### src/rtl/alu_op_issuer.sv
// alu_op_issuer: initiator side of the ALU datapath interface.
// Accepts one operation at a time over req_valid/req_ready and drives the ALU
// operands and control code from registers. It captures the ALU result and
// zero flag, then returns them over rsp_valid/rsp_ready.
// Ports:
//   clk, reset_b           clock, asynchronous active-low reset
//   req_valid/req_ready    request handshake; req_in1, req_in2, req_ctrl payload
//   rsp_valid/rsp_ready    response handshake; rsp_result, rsp_zero, rsp_illegal payload
//   alu_in1/in2/control    registered drive to the combinational ALU
//   alu_result/alu_zero    ALU outputs, captured one cycle after a legal accept
//   op_count               completed responses, wraps modulo 2^CNT_WIDTH
module alu_op_issuer #(
  parameter int unsigned REG_WIDTH = 64,
  parameter int unsigned CNT_WIDTH = 16
) (
  input  logic                 clk,
  input  logic                 reset_b,
  input  logic                 req_valid,
  output logic                 req_ready,
  input  logic [REG_WIDTH-1:0] req_in1,
  input  logic [REG_WIDTH-1:0] req_in2,
  input  logic [3:0]           req_ctrl,
  output logic                 rsp_valid,
  input  logic                 rsp_ready,
  output logic [REG_WIDTH-1:0] rsp_result,
  output logic                 rsp_zero,
  output logic                 rsp_illegal,
  output logic [REG_WIDTH-1:0] alu_in1,
  output logic [REG_WIDTH-1:0] alu_in2,
  output logic [3:0]           alu_control,
  input  logic [REG_WIDTH-1:0] alu_result,
  input  logic                 alu_zero,
  output logic [CNT_WIDTH-1:0] op_count
);

  localparam logic [1:0] S_IDLE = 2'd0;
  localparam logic [1:0] S_EXEC = 2'd1;
  localparam logic [1:0] S_RESP = 2'd2;

  logic [1:0]           r_state;
  logic [1:0]           w_state_nxt;
  logic                 r_req_ready;
  logic                 r_rsp_valid;
  logic [REG_WIDTH-1:0] r_rsp_result;
  logic                 r_rsp_zero;
  logic                 r_rsp_illegal;
  logic [REG_WIDTH-1:0] r_alu_in1;
  logic [REG_WIDTH-1:0] r_alu_in2;
  logic [3:0]           r_alu_control;
  logic [CNT_WIDTH-1:0] r_op_count;
  logic                 w_legal;
  logic                 w_accept;
  logic                 w_rsp_hs;

  // Supported codes: AND, OR, ADD, SUB
  always_comb begin
    w_legal = 1'b0;
    case (req_ctrl)
      4'b0000, 4'b0001, 4'b0010, 4'b0110: w_legal = 1'b1;
      default:                            w_legal = 1'b0;
    endcase
  end

  assign w_accept = (r_state == S_IDLE) && req_valid;
  assign w_rsp_hs = (r_state == S_RESP) && rsp_ready;

  // Next-state logic
  always_comb begin
    w_state_nxt = r_state;
    case (r_state)
      S_IDLE:  if (req_valid) w_state_nxt = w_legal ? S_EXEC : S_RESP;
      S_EXEC:  w_state_nxt = S_RESP;
      S_RESP:  if (rsp_ready) w_state_nxt = S_IDLE;
      default: w_state_nxt = S_IDLE;
    endcase
  end

  // State register; handshake flags are registered copies of the next-state decode
  always_ff @(posedge clk or negedge reset_b) begin
    if (!reset_b) begin
      r_state     <= S_IDLE;
      r_req_ready <= 1'b1;
      r_rsp_valid <= 1'b0;
    end else begin
      r_state     <= w_state_nxt;
      r_req_ready <= (w_state_nxt == S_IDLE);
      r_rsp_valid <= (w_state_nxt == S_RESP);
    end
  end

  // Operand drive, response capture and completion counter
  always_ff @(posedge clk or negedge reset_b) begin
    if (!reset_b) begin
      r_alu_in1     <= '0;
      r_alu_in2     <= '0;
      r_alu_control <= 4'd0;
      r_rsp_result  <= '0;
      r_rsp_zero    <= 1'b0;
      r_rsp_illegal <= 1'b0;
      r_op_count    <= '0;
    end else begin
      if (w_accept) begin
        if (w_legal) begin
          r_alu_in1     <= req_in1;
          r_alu_in2     <= req_in2;
          r_alu_control <= req_ctrl;
        end else begin
          // Illegal code never reaches the ALU; the ALU drive keeps its last value
          r_rsp_result  <= '0;
          r_rsp_zero    <= 1'b0;
          r_rsp_illegal <= 1'b1;
        end
      end
      if (r_state == S_EXEC) begin
        r_rsp_result  <= alu_result;
        r_rsp_zero    <= alu_zero;
        r_rsp_illegal <= 1'b0;
      end
      if (w_rsp_hs) r_op_count <= r_op_count + CNT_WIDTH'(1);
    end
  end

  assign req_ready   = r_req_ready;
  assign rsp_valid   = r_rsp_valid;
  assign rsp_result  = r_rsp_result;
  assign rsp_zero    = r_rsp_zero;
  assign rsp_illegal = r_rsp_illegal;
  assign alu_in1     = r_alu_in1;
  assign alu_in2     = r_alu_in2;
  assign alu_control = r_alu_control;
  assign op_count    = r_op_count;

endmodule

### config.mk
export PLATFORM = sky130hd
export DESIGN_NAME = alu_op_issuer
export DESIGN_NICKNAME = d
export VERILOG_FILES = /design/src/rtl/alu_op_issuer.sv
export SDC_FILE = /design/constraint.sdc
export NUM_CORES = 1
export LEC_CHECK = 0
export CAP_MARGIN = 20
export CORE_MARGIN = 1
export CORE_UTILIZATION = 32
export DETAILED_ROUTE_END_ITERATION = 10
export PLACE_DENSITY_LB_ADDON = 0.1
export SLEW_MARGIN = 30
export SYNTH_ARGS = -nofsm -noshare
export SYNTH_HDL_FRONTEND = slang
export SYNTH_SLANG_ARGS = --single-unit
### constraint.sdc
create_clock -name clk -period 1.83 [get_ports clk]
set_input_delay 0.4575 -clock clk [delete_from_list [all_inputs] [get_ports clk]]
set_output_delay 0.4575 -clock clk [all_outputs]
set_load 0.01 [all_outputs]
==> impl_summary.md <==
Synth
After technology mapping, the gate count stands at 498. Sorting the synthesized cells by area gives the leading types as sky130_fd_sc_hd__dfrtp_1 68%, sky130_fd_sc_hd__mux2_1 9.8%, sky130_fd_sc_hd__mux2_2 8.8%. The synthesized netlist occupies a cell area of 8020 um^2. The Yosys step of the flow raised 0 warnings. The async set or reset register ratio after synthesis is 1.00. After synthesis, the mean cell area works out to 16.1 um^2. The synthesized netlist net count is 700. The area share of the largest cell type after synthesis is 0.677. After synthesis, the most frequently instantiated cells are 217 x sky130_fd_sc_hd__dfrtp_1, 70 x sky130_fd_sc_hd__mux2_1, 65 x sky130_fd_sc_hd__a22o_1. Counting flops and latches in the post-synthesis netlist gives 218. The number of unique standard cell types used by synthesis is 28. By instance count, the leading cell after synthesis is sky130_fd_sc_hd__dfrtp_1. The share of the Yosys chip area taken by registers is 0.680.

The number of enable flip-flop cells after synthesis is 0. sky130_fd_sc_hd__dfrtp_1 takes more of the synthesized area than any other cell. Among all flip-flop cells after synthesis, the most frequent one is sky130_fd_sc_hd__dfrtp_1.

Placement
The placed instance count is 1241. Prior to clock tree synthesis, the placed netlist has a worst setup slack of -0.704 ns. The number of port buffers is 416. The HPWL reported at the end of detailed placement is 17700 um. The global placer's final weighted congestion is 0.869.

Route
In the routed layout, each cell is associated on average with a via count of 4.61. The total vias in the final route is 5997. Dividing the detail-routed wire length by the instance count gives 19.0 um.

The wire length after detailed routing is 24600 um. The first detailed-routing pass ran for 4 iterations. The DRC violations left is 0. The violation count after the first detailed-route iteration is 261. The remaining number of nets flagged by the antenna check after routing is 0.

GRT
The number of antenna violations at the first check in global routing is 0. The aggregate global-route resource usage is 0.190. The maximum number of pins on one net before global-route repair is 68. The overflow left after global routing is 0.

The first global-routing pass estimated 38100 um of wire. The via count of the first global-routing pass is 6642.

Timing
The number of max-slew violations in the final report came to 0. The total count of hold-check failures in the final report came to 0. The largest clock skew in the final design is 0.00686 ns.

The post-route minimum period is 1.79 ns. Setup violations remaining at the end of the flow were counted as 0. Derived from the worst setup path, the maximum achievable clock frequency is 560 MHz. The setup slack after layout is 0.0435 ns. The worst relative slew slack is 0.768.

Setup repair after global routing left no endpoint under its margin. The ratio of final minimum period to clock period is 0.976. The measured slew at the worst slew-check pin is 0.348 ns.

Setup path
The worst setup path is captured at an output pin. Following the worst setup path forward leads to its endpoint at req_ready. Traced cell by cell, the critical path runs through dlygate4sd2_1. The category of the worst setup path launch point is a flop.

The kind of critical path is reg2out. The launch instance of the worst register-to-register path is r_state[1]. In this run the register-to-register setup slack is 0.13 ns. The worst reg-to-reg path cell count is 8.

The cell class contributing the biggest share of worst-path delay is flip-flops. At the worst endpoint, the arrival time is 1.33 ns. The worst reg2reg path endpoint is alu_in1[4]. Of all nets on the critical path, the largest fanout is 1. The required time at the worst-slack endpoint is 1.37 ns.

The critical path starts at req_ready. The largest individual stage delay along the critical path comes from the cell sky130_fd_sc_hd__dfstp_2. In this run the number of cells on the critical path is 1. The largest incremental delay on the critical path is 0.51 ns. Together, buffers and inverters on the worst path number 1.

Floorplanning
The die boundary width is 160 um. The chip height is 160 um. The overall die area is 25700 um^2. After floorplanning, the core was sized to cover 24500 um^2. The initial utilization of the core area, before any placement, comes to 0.328. For this design the top-level I/O count stands at 417. The number of placement rows is 57.

Clock tree
The clock net sink count is 218. The deepest level of the CTS H-tree is 1. For the worst-skew pair, the clock arrives at the later sink with an insertion delay of 0.50 ns. The CTS tree is done. Buffers inserted during clock tree synthesis total 24. The buffer depth of the longest clock path is 3. The clock slew at the register clock pins of the worst setup and hold paths is 0.06 ns. The cell sitting at the root of the clock tree is a sky130_fd_sc_hd__clkbuf_16.

Final layout
Counting the fill cells in the layout gives 2077. The total area of sequential cells is 5460 um^2. The post-route non-filler standard cell count is 1300. The final layout contains 1163 nets. The area added between synthesis and finish is 71.0%. Summing all multi-input logic gate instances after layout gives 2460 um^2. In the final layout, the share of cells above drive strength 1 is 0.163.

0 antenna diodes ended up in the layout.

Power
The overall power is 16.6 mW. Power spread over the standard cell area amounts to 1210 nW/um^2. The leakage power is 6.59 nW. The worst ir drop on vdd is 713 uV.

Hold path
The class of the tightest hold or removal check is in2reg.

Flow run
The count of maximum capacitance violations is 0.

Status
The run finished with clean final reports.
-- per-layer routing --
layer	share of wire	vias to the layer above	global-route usage
li1	-	2735	-
met1	0.37	2938	0.208
met2	0.51	279	0.347
met3	0.086	45	0.0586
met4	0.031	0	0.0662
met5	0	-	0
-- how the worst min path moves through the flow --
stage           startpoint             end  cells after the start
2_1_floorplan      reset_b  alu_control[0]                      0
3_3_place_gp       reset_b      alu_in1[0]                      1
3_5_place_dp       reset_b      alu_in1[0]                      1
4_1_cts        req_ctrl[1]  alu_control[1]                      2
5_1_grt        req_ctrl[2]  alu_control[2]                      2
6_report       req_ctrl[2]  alu_control[2]                      2
-- where the power goes --
| part | switching, mW | internal (mW) | total [mW] | leakage [nW] |
|---|---|---|---|---|
| clock network | 1.88 | 2.92 | 4.80 | 0.388 |
| logic | 2.18 | 2.75 | 4.92 | 3.46 |
| registers | 0.703 | 6.19 | 6.89 | 2.74 |
| total | 4.76 | 11.9 | 16.6 | 6.59 |
-- cell families (layout without fill, tap and decap cells) --
group | after synthesis | count (layout) | share of synthesized area
flip-flops | 218 | 218 | 0.680
multiplexers | 133 | 133 | 0.187
AO/OA/AOI/OAI | 69 | 69 | 0.0738
AND/OR/NAND/NOR | 32 | 32 | 0.0223
buffers and inverters | 30 | 508 | 0.0190
XOR/XNOR | 15 | 15 | 0.0164
adder cells (fa/ha/maj) | 1 | 1 | 0.00156
-- registers in the layout, indices dropped and copies added, names as in the netlist --
signal / flops
alu_control: 4
alu_in2: 64
r_state: 2
rsp_result: 64
op_count: 16
alu_in1: 64
rsp_illegal: 1
rsp_zero: 1
req_ready: 1
rsp_valid: 1
-- layout by cell type, fill, tap and decap left out, drive strengths merged --
| cell type | count |
|---|---|
| a22o | 65 |
| nand2 | 8 |
| or3 | 1 |
| clkbuf | 34 |
| dfstp | 1 |
| dfrtp | 217 |
| nor4 | 1 |
| a21oi | 1 |
| dlymetal6s2s | 2 |
| nor2 | 4 |
| nand4 | 2 |
| nor3 | 2 |
| nand3 | 6 |
| ha | 1 |
| clkinvlp | 2 |
| xnor2 | 11 |
| buf | 46 |
| bufbuf | 1 |
| o21a | 1 |
| xor2 | 4 |
| o21ai | 2 |
| nand3b | 1 |
| clkdlybuf4s15 | 1 |
| and3 | 4 |
| clkinv | 5 |
| clkdlybuf4s50 | 196 |
| dlygate4sd3 | 1 |
| nand4b | 1 |
| nor2b | 2 |
| inv | 2 |
| dlygate4sd2 | 216 |
| mux2 | 133 |
| bufinv | 2 |
-- per-stage QoR --
| step | instance area, um^2 | util | hold slack, ns | setup TNS (ns) |
|---|---|---|---|---|
| after floorplan | 8060 | - | 0.162 | -5.11 |
| after global placement | 12800 | 0.524 | 0.398 | -110.57 |
| after detailed placement | 12800 | 0.524 | 0.406 | -114.08 |
| after CTS | 13600 | 0.558 | 0.356 | -0.341 |
| after global routing | 13700 | 0.561 | 0.240 | 0 |
| final | 13700 | 0.561 | 0.247 | 0 |
-- repair_timing --
item | CTS | global route
gates resized for setup | 231 | 11
setup buffers | 5 | 5
cloned | 7 | 2
hold buffers | 1 | 0
endpoints found under the setup margin | 347 | 94
hold endpoints to repair | 31 | 0
pin swaps | 1 | 1
-- worst reg2reg max path: stages (launching register included) --
cell and delay (ns):
sky130_fd_sc_hd__dfrtp_1 0.38, sky130_fd_sc_hd__inv_1 0.10, sky130_fd_sc_hd__nand2_2 0.08, sky130_fd_sc_hd__nor4_4 0.15, sky130_fd_sc_hd__buf_6 0.17, sky130_fd_sc_hd__buf_12 0.15, sky130_fd_sc_hd__buf_12 0.11, sky130_fd_sc_hd__buf_16 0.12
sky130_fd_sc_hd__mux2_1 0.33
-- cell type report --
| cell class | instances | area share |
|---|---|---|
| sequential | 218 | 0.398 |
| timing repair buffer | 465 | 0.335 |
| multi-input combinational | 250 | 0.179 |
| clock buffer | 32 | 0.0504 |
| tap | 324 | 0.0296 |
| clock inverter | 9 | 0.00730 |
| inverter | 2 | 0.000547 |
No activity file was read; power rests on OpenSTA's default activity.
